<file path="src/rtl/hc245_bus_seq.sv">
// ---------------------------------------------------------------------------
// hc245_bus_seq
//
// Bus sequencer placed directly in front of an HC245 octal transceiver.
// A valid/ready byte request is turned into the transceiver's DIR (p1) and
// OE_n (p19) controls. The A side (p2..p9) is driven through an external
// tri-state, or sampled from it. Every transaction walks
// IDLE -> SETUP -> ACCESS -> TURN -> IDLE, so the A-side bus is never driven
// from both ends. Each transaction returns exactly one rsp_valid pulse.
//
// Parameters
//   SETUP_CYC   cycles with DIR/A data settled and OE_n high before enable
//   ACCESS_CYC  cycles with OE_n low
//   TURN_CYC    dead cycles with OE_n high before returning to IDLE
//   (each legal in 1..255)
//
// Ports
//   clk        system clock, all state on the rising edge
//   rst        synchronous reset, active high
//   req_valid  request present
//   req_ready  block can accept a request (IDLE only)
//   req_write  1 = write (A->B), 0 = read (B->A)
//   req_wdata  write byte, bit7 -> p2 ... bit0 -> p9
//   rsp_valid  one-cycle completion pulse (first TURN cycle)
//   rsp_rdata  last byte read from the A side
//   dir        to HC245 p1 (1 = A->B, 0 = B->A)
//   oe_n       to HC245 p19, active low
//   a_out      A-side drive data
//   a_oe       enable for the top-level tri-state driving a_out onto p2..p9
//   a_in       A-side pin sample
// ---------------------------------------------------------------------------
module hc245_bus_seq #(
    parameter int SETUP_CYC  = 1,
    parameter int ACCESS_CYC = 2,
    parameter int TURN_CYC   = 1
) (
    input  logic       clk,
    input  logic       rst,
    input  logic       req_valid,
    output logic       req_ready,
    input  logic       req_write,
    input  logic [7:0] req_wdata,
    output logic       rsp_valid,
    output logic [7:0] rsp_rdata,
    output logic       dir,
    output logic       oe_n,
    output logic [7:0] a_out,
    output logic       a_oe,
    input  logic [7:0] a_in
);

    typedef enum logic [1:0] {
        IDLE,
        SETUP,
        ACCESS,
        TURN
    } state_t;

    // Each phase loads the shared counter with (length - 1). The phase ends
    // on the edge where the counter reads zero.
    localparam logic [7:0] SETUP_LD  = 8'(SETUP_CYC - 1);
    localparam logic [7:0] ACCESS_LD = 8'(ACCESS_CYC - 1);
    localparam logic [7:0] TURN_LD   = 8'(TURN_CYC - 1);

    state_t     state;
    state_t     state_nxt;
    logic [7:0] cnt;
    logic [7:0] cnt_nxt;
    logic       cnt_zero;
    logic       accept;
    logic       access_end;
    logic       turn_end;

    assign cnt_zero   = (cnt == 8'd0);
    assign accept     = (state == IDLE) && req_valid;
    assign access_end = (state == ACCESS) && cnt_zero;
    assign turn_end   = (state == TURN) && cnt_zero;

    // State register and phase counter.
    always_ff @(posedge clk) begin
        if (rst) begin
            state <= IDLE;
            cnt   <= 8'd0;
        end else begin
            state <= state_nxt;
            cnt   <= cnt_nxt;
        end
    end

    // Next-state logic. Request inputs are only looked at in IDLE.
    always_comb begin
        state_nxt = state;
        cnt_nxt   = cnt;
        case (state)
            IDLE: begin
                if (req_valid) begin
                    state_nxt = SETUP;
                    cnt_nxt   = SETUP_LD;
                end
            end
            SETUP: begin
                if (cnt_zero) begin
                    state_nxt = ACCESS;
                    cnt_nxt   = ACCESS_LD;
                end else begin
                    cnt_nxt = cnt - 8'd1;
                end
            end
            ACCESS: begin
                if (cnt_zero) begin
                    state_nxt = TURN;
                    cnt_nxt   = TURN_LD;
                end else begin
                    cnt_nxt = cnt - 8'd1;
                end
            end
            TURN: begin
                if (cnt_zero) begin
                    state_nxt = IDLE;
                    cnt_nxt   = 8'd0;
                end else begin
                    cnt_nxt = cnt - 8'd1;
                end
            end
            default: begin
                state_nxt = IDLE;
                cnt_nxt   = 8'd0;
            end
        endcase
    end

    // Outputs decoded from the state.
    // rsp_valid marks the first TURN cycle, where the counter still holds its
    // load value. req_ready is masked by rst so that nothing looks accepted
    // while reset is held.
    always_comb begin
        req_ready = (state == IDLE) && !rst;
        oe_n      = (state != ACCESS);
        rsp_valid = (state == TURN) && (cnt == TURN_LD);
    end

    // Transceiver direction, A-side drive and read capture.
    // dir doubles as the latched write flag for the whole transaction.
    // It only moves on the accept edge, where oe_n is high on both sides.
    // a_oe is raised together with dir, so it can never be 1 while dir is 0.
    // On a write, a_oe is held through TURN so that B still sees valid data
    // after OE_n rises.
    always_ff @(posedge clk) begin
        if (rst) begin
            dir       <= 1'b0;
            a_oe      <= 1'b0;
            a_out     <= 8'h00;
            rsp_rdata <= 8'h00;
        end else begin
            if (accept) begin
                dir   <= req_write;
                a_out <= req_wdata;
                a_oe  <= req_write;
            end
            if (turn_end) begin
                a_oe <= 1'b0;
            end
            if (access_end && !dir) begin
                rsp_rdata <= a_in;
            end
        end
    end

endmodule

</file>
<file path="config.mk">
export PLATFORM = sky130hd
export DESIGN_NAME = hc245_bus_seq
export DESIGN_NICKNAME = d
export VERILOG_FILES = /design/src/rtl/hc245_bus_seq.sv
export SDC_FILE = /design/constraint.sdc
export NUM_CORES = 1
export LEC_CHECK = 0
export BUFFER_PORTS_ARGS = -buffer_cell sky130_fd_sc_hd__buf_2
export CORE_UTILIZATION = 35
export CTS_CLUSTER_SIZE = 20
export DETAILED_ROUTE_END_ITERATION = 8
export PLACE_DENSITY = 0.58
export SYNTH_ARGS = -nofsm -noshare
export SYNTH_HDL_FRONTEND = slang
export SYNTH_SLANG_ARGS = --single-unit
</file>
<file path="constraint.sdc">
create_clock -name clk -period 4.15 [get_ports clk]
set_input_delay 0.415 -clock clk [delete_from_list [all_inputs] [get_ports clk]]
set_output_delay 0.415 -clock clk [all_outputs]
set_load 0.02 [all_outputs]
</file>
Word level (Yosys, flattened, before mapping) --
Cells that the tools add are included.
Operators by class: add/sub/neg operators 1, reductions and logical operators 12, eq/ne operators 8, multiplexer cells 9
Operators with widths (number):
- 2-to-1 mux 8 bit | 3
- one-hot mux 8 bit (3 select lines) | 1
- inequality test 2 bit, second input constant | 5
- logical NOT 8 bit | 1
- 2-to-1 mux 2 bit | 4
- one-hot mux 2 bit (4 select lines) | 1
- subtractor 8 x 1 -> 8 bit, second input constant | 1
- logical AND 1 bit | 5
- equality test 2 bit, second input constant | 2
- AND reduction 4 bit | 1
- OR reduction 2 bit | 2
- equality test 2 x 1 -> 1 bit, second input constant | 1
- logical NOT 1 bit | 2
- logical NOT 2 bit | 1
Storage, ports and cells: word-level logic and storage cells 36, input bits 20, flip-flop bits (word level) 28

Depth between registers and ports, before layout --
word-level depth 3, mapped depth 7, mapped depth without buffers 6

Worst setup path after synthesis --
OpenSTA, ideal clock, no wires.
path kind register -> register, from register state[0], to register state[0], path buffers 0, period minus slack after synthesis 1.648 ns, slack 2.502 ns, data arrival time 1.578 ns, cell stages (with the launch flop) 7, path through dfxtp_1 -> inv_1 -> ha_1 -> or2_2 -> a2bb2oi_2 -> or3_1 -> a21oi_1
Between the ends: longest elaborated chain between the ends 3, elaborated cells between the ends (all ways) 10
Ends and longest elaborated chain:
- start: declaration | line 65 | state_t state;
- start signal: assignment | line 85 | state <= state_nxt;
- equality test 2 x 1 -> 1 bit, or another cell as far along | line 94 | case (state)
- inequality test 2 bit (no line)
- AND reduction 4 bit (no line)
Several ways; a longest one is shown, not always the timed one. A chain may end at the register's enable or synchronous reset.

Final worst setup path --
from register cnt[0], to output port rsp_valid
Between the ends: longest elaborated chain between the ends 2
Ends and longest elaborated chain:
- start: declaration | line 67 | logic [7:0] cnt;
- start signal: assignment | line 86 | cnt <= cnt_nxt;
- logical NOT 8 bit | line 139 | rsp_valid = (state == TURN) && (cnt == TURN_LD);
- logical AND 1 bit | line 139
- end: declaration | line 43 | output logic rsp_valid,
No other way between the ends.

==> metrics.txt <==
# TYPE chip_impl_metric gauge
chip_impl_metric{name="drt_iter0_markers",unit=""} 44
chip_impl_metric{name="viasPerCell",unit=""} 4.848
chip_impl_info{name="layout.cells.most_common",value="sky130_fd_sc_hd__buf_2"} 1
chip_impl_metric{name="min_period",unit="ns"} 2.123
chip_impl_metric{name="cts_made_buffers",unit=""} 3
chip_impl_metric{name="clk_sinks",unit=""} 28
chip_impl_metric{name="postRouteWirelength",unit="um"} 2581
chip_impl_metric{name="ctsHoldBuffers",unit=""} 0
chip_impl_metric{name="die_h",unit="um"} 61.58
chip_impl_info{name="crit-reg2reg-launch",value="cnt[0]$_SDFFE_PP0N_"} 1
chip_impl_metric{name="track_usage",unit="%"} 13.82
chip_impl_metric{name="max-cap-violations",unit=""} 0
chip_impl_info{name="mostFrequentLayoutCells",value="sky130_fd_sc_hd__buf_2 (40), sky130_fd_sc_hd__dfxtp_1 (28), sky130_fd_sc_hd__nor2_1 (23)"} 1
chip_impl_metric{name="fraction_of_the_yosys_area_taken_by_sequential_cells",unit="%"} 45.12
chip_impl_info{name="timing.setup.critical_path_class",value="register to primary output"} 1
chip_impl_metric{name="count_of_mapped_cells_out_of_synthesis",unit=""} 141
chip_impl_metric{name="via_count",unit=""} 1086
chip_impl_metric{name="power.ir.vdd_worst",unit="mV"} 0.3591
chip_impl_metric{name="first_pass_iters",unit=""} 4
chip_impl_metric{name="finalHoldViolCount",unit=""} 0
chip_impl_info{name="crit_path_end_kind",value="primary output"} 1
chip_impl_metric{name="clock_path_buffers",unit=""} 2
chip_impl_metric{name="boundaryPins",unit=""} 41
chip_impl_metric{name="area.growth.synth_to_final",unit="%"} 21.45
chip_impl_metric{name="timing.final.crit_share",unit="%"} 51.17
chip_impl_metric{name="finalHoldWorstSlack",unit="ns"} 0.3137
chip_impl_metric{name="postSynthRegisterBits",unit=""} 28
chip_impl_info{name="holdCritPathClass",value="primary input to register"} 1
chip_impl_metric{name="ant_nets",unit=""} 0
chip_impl_metric{name="synth_fp_nets",unit=""} 167
chip_impl_metric{name="worst-endpoint-required",unit="ns"} 3.73
chip_impl_metric{name="die_width",unit="um"} 61.58
chip_impl_metric{name="drive_gt1_share",unit="%"} 27.53
chip_impl_metric{name="fmaxAchievable",unit="MHz"} 471.0
chip_impl_metric{name="grt_pass1_wl",unit="um"} 3884
chip_impl_metric{name="grt_start_max_net_pins",unit=""} 28
chip_impl_metric{name="totalNegativeSetupSlack",unit="ns"} 0
chip_impl_metric{name="n_antenna_cell",unit=""} 0
chip_impl_metric{name="die_area",unit="sq um"} 3792
chip_impl_metric{name="ff2ff_setup_slack",unit="ns"} 2.12
chip_impl_metric{name="number_of_global_route_vias_before_repair",unit=""} 879
chip_impl_metric{name="drcViolationCount",unit=""} 0
chip_impl_metric{name="worst-r2r-cell-count",unit=""} 6
chip_impl_metric{name="power_density",unit="nW/um^2"} 654.8
chip_impl_metric{name="worst_slew_pin_slew",unit="ns"} 0.5996
chip_impl_metric{name="synth.lib_cells_used.distinct",unit=""} 30
chip_impl_metric{name="yosysWarningCount",unit=""} 0
chip_impl_metric{name="slew_headroom",unit="%"} 59.81
chip_impl_info{name="critical_path.reg2reg.endpoint",value="rsp_rdata[7]$_SDFFE_PP0P_"} 1
chip_impl_metric{name="htree_num_levels",unit=""} 1
chip_impl_metric{name="core_area",unit="sq um"} 3363
chip_impl_metric{name="final_standard_cell_utilization_of_the_core",unit="%"} 44.87
chip_impl_info{name="tritoncts_clock_tree",value="built"} 1
chip_impl_info{name="run_status",value="completed"} 1
chip_impl_metric{name="arrival",unit="ns"} 1.71
chip_impl_metric{name="timing.final.setup_violations",unit=""} 0
chip_impl_metric{name="postCtsSetupBuffers",unit=""} 0
chip_impl_metric{name="skew_pair_late_insertion_delay",unit="ns"} 0.32
chip_impl_metric{name="final.setup_skew",unit="ns"} 0.001249
chip_impl_info{name="critical_path.startpoint",value="cnt[0]$_SDFFE_PP0N_"} 1
chip_impl_metric{name="grt_overflow_total",unit=""} 0
chip_impl_metric{name="cts.clk_slew.worst_paths",unit="ns"} 0.14
chip_impl_info{name="crit_path_end",value="rsp_valid"} 1
chip_impl_metric{name="setup_slack",unit="ns"} 2.027
chip_impl_metric{name="finalWeightedCongestion",unit=""} 0.7699
chip_impl_metric{name="num-nets-final",unit=""} 205
chip_impl_metric{name="holdPathStages",unit=""} 3
chip_impl_metric{name="synthesis.area",unit="sq um"} 1242
chip_impl_metric{name="grt_antenna_before_repair",unit=""} 0
chip_impl_metric{name="critical_path_peak_fanout",unit=""} 4
chip_impl_metric{name="fin_max_slew_vios",unit=""} 0
chip_impl_metric{name="dp_hpwl",unit="um"} 2010
chip_impl_metric{name="syn_avg_cell_area",unit="sq um"} 8.812
chip_impl_metric{name="pre_cts_slack",unit="ns"} 2.136
chip_impl_info{name="rsz0062_at_grt",value="no"} 1
chip_impl_metric{name="start_util",unit="%"} 36.94
chip_impl_metric{name="port_buffers",unit=""} 40
chip_impl_metric{name="wire_per_inst",unit="um"} 11.52
chip_impl_metric{name="cts_resized",unit=""} 0
chip_impl_metric{name="leakage_component_of_the_power",unit="nW"} 0.7511
chip_impl_metric{name="core.rowCount",unit=""} 21
chip_impl_info{name="critPathLaunchType",value="register"} 1
chip_impl_info{name="root_buffer",value="sky130_fd_sc_hd__clkbuf_4"} 1
## area by class of cell
class / count / area [sq um]
repair buffers: 40 / 200.2
flip-flops and latches: 28 / 560.5
inverters: 6 / 22.52
multi-input cells: 100 / 631.9
well taps: 46 / 57.56
clock buffers: 4 / 36.28
fillers: 365 / 1854
## through the flow
stage	power [mW]	cell area, sq um	cells
6_report	0.9880	1509	224
5_1_grt	1.073	1509	224
4_1_cts	1.002	1509	224
3_5_place_dp	0.8695	1473	220
3_3_place_gp	0.8535	1473	220
2_1_floorplan	0.7571	1242	141
## Yosys cell counts
master | count | area (sq um)
sky130_fd_sc_hd__dfxtp_1 | 28 | 560.5
sky130_fd_sc_hd__nor2_1 | 23 | 86.33
sky130_fd_sc_hd__a21oi_1 | 13 | 65.06
sky130_fd_sc_hd__nand2_1 | 11 | 41.29
sky130_fd_sc_hd__nand3_1 | 11 | 55.05
sky130_fd_sc_hd__mux2i_1 | 8 | 80.08
sky130_fd_sc_hd__clkbuf_1 | 6 | 22.52
sky130_fd_sc_hd__ha_1 | 6 | 75.07
sky130_fd_sc_hd__inv_1 | 6 | 22.52
sky130_fd_sc_hd__xor2_1 | 5 | 43.79
sky130_fd_sc_hd__nor3_1 | 3 | 15.01
sky130_fd_sc_hd__nor2b_1 | 2 | 12.51
sky130_fd_sc_hd__o21ai_0 | 2 | 10.01
sky130_fd_sc_hd__a2111o_1 | 1 | 11.26
sky130_fd_sc_hd__a22oi_1 | 1 | 7.510
sky130_fd_sc_hd__a2bb2oi_2 | 1 | 15.01
sky130_fd_sc_hd__and3_1 | 1 | 6.260
sky130_fd_sc_hd__and3_2 | 1 | 7.510
sky130_fd_sc_hd__buf_2 | 1 | 5.000
sky130_fd_sc_hd__nand2b_1 | 1 | 6.260
sky130_fd_sc_hd__nand4_1 | 1 | 6.260
sky130_fd_sc_hd__nand4b_1 | 1 | 8.760
sky130_fd_sc_hd__nor3b_2 | 1 | 12.51
sky130_fd_sc_hd__nor4_1 | 1 | 6.260
sky130_fd_sc_hd__nor4_4 | 1 | 21.27
sky130_fd_sc_hd__o32ai_1 | 1 | 8.760
sky130_fd_sc_hd__o41ai_1 | 1 | 8.760
sky130_fd_sc_hd__or2_2 | 1 | 6.260
sky130_fd_sc_hd__or3_1 | 1 | 6.260
sky130_fd_sc_hd__xnor2_1 | 1 | 8.760
## flip-flops by register name (all words and copies together), names as in the netlist
signal and flops:
a_out 8, cnt 8, rsp_rdata 8, state 2
a_oe 1, dir 1
## power breakdown
part | switching, mW | internal, mW | leakage (nW)
clock | 0.0752 | 0.0536 | 0.0210
sequential | 0.0603 | 0.334 | 0.228
combinational | 0.272 | 0.193 | 0.502
## cells by family (layout without fill, tap and decap cells)
family	Yosys count	after routing	share of synthesized area (%)
XOR/XNOR	6	6	4.230
AND/OR/NAND/NOR	60	60	23.97
flip-flops	28	28	45.12
AO/OA/AOI/OAI	20	20	10.17
buffers and inverters	13	50	4.028
adder cells (fa/ha/maj)	6	6	6.042
multiplexers	8	8	6.445
## worst max-delay path: stages, from the launching register on
cell and delay [ns]:
sky130_fd_sc_hd__dfxtp_1 0.36, sky130_fd_sc_hd__inv_1 0.08, sky130_fd_sc_hd__ha_1 0.22, sky130_fd_sc_hd__nor3b_2 0.32
sky130_fd_sc_hd__and3_2 0.25, sky130_fd_sc_hd__buf_2 0.16
## worst min path at each step
stage	start	slack [ns]	to
6_report	a_in[6]	0.31	rsp_rdata[6]$_SDFFE_PP0P_
5_1_grt	req_wdata[5]	0.31	a_out[5]$_SDFFE_PP0P_
4_1_cts	a_in[6]	0.31	rsp_rdata[6]$_SDFFE_PP0P_
3_5_place_dp	a_out[4]$_SDFFE_PP0P_	0.44	a_out[4]$_SDFFE_PP0P_
3_3_place_gp	a_out[0]$_SDFFE_PP0P_	0.44	a_out[0]$_SDFFE_PP0P_
2_1_floorplan	state[0]$_SDFFE_PP0P_	0.48	state[0]$_SDFFE_PP0P_
## routing by layer
metal / global-route usage, % / routed length [um]
met4: 4.762 / 27
met2: 24.12 / 1284
met5: 0 / 0
met1: 17.01 / 1156
met3: 2.521 / 113
Power figures use the tool's default switching activity.
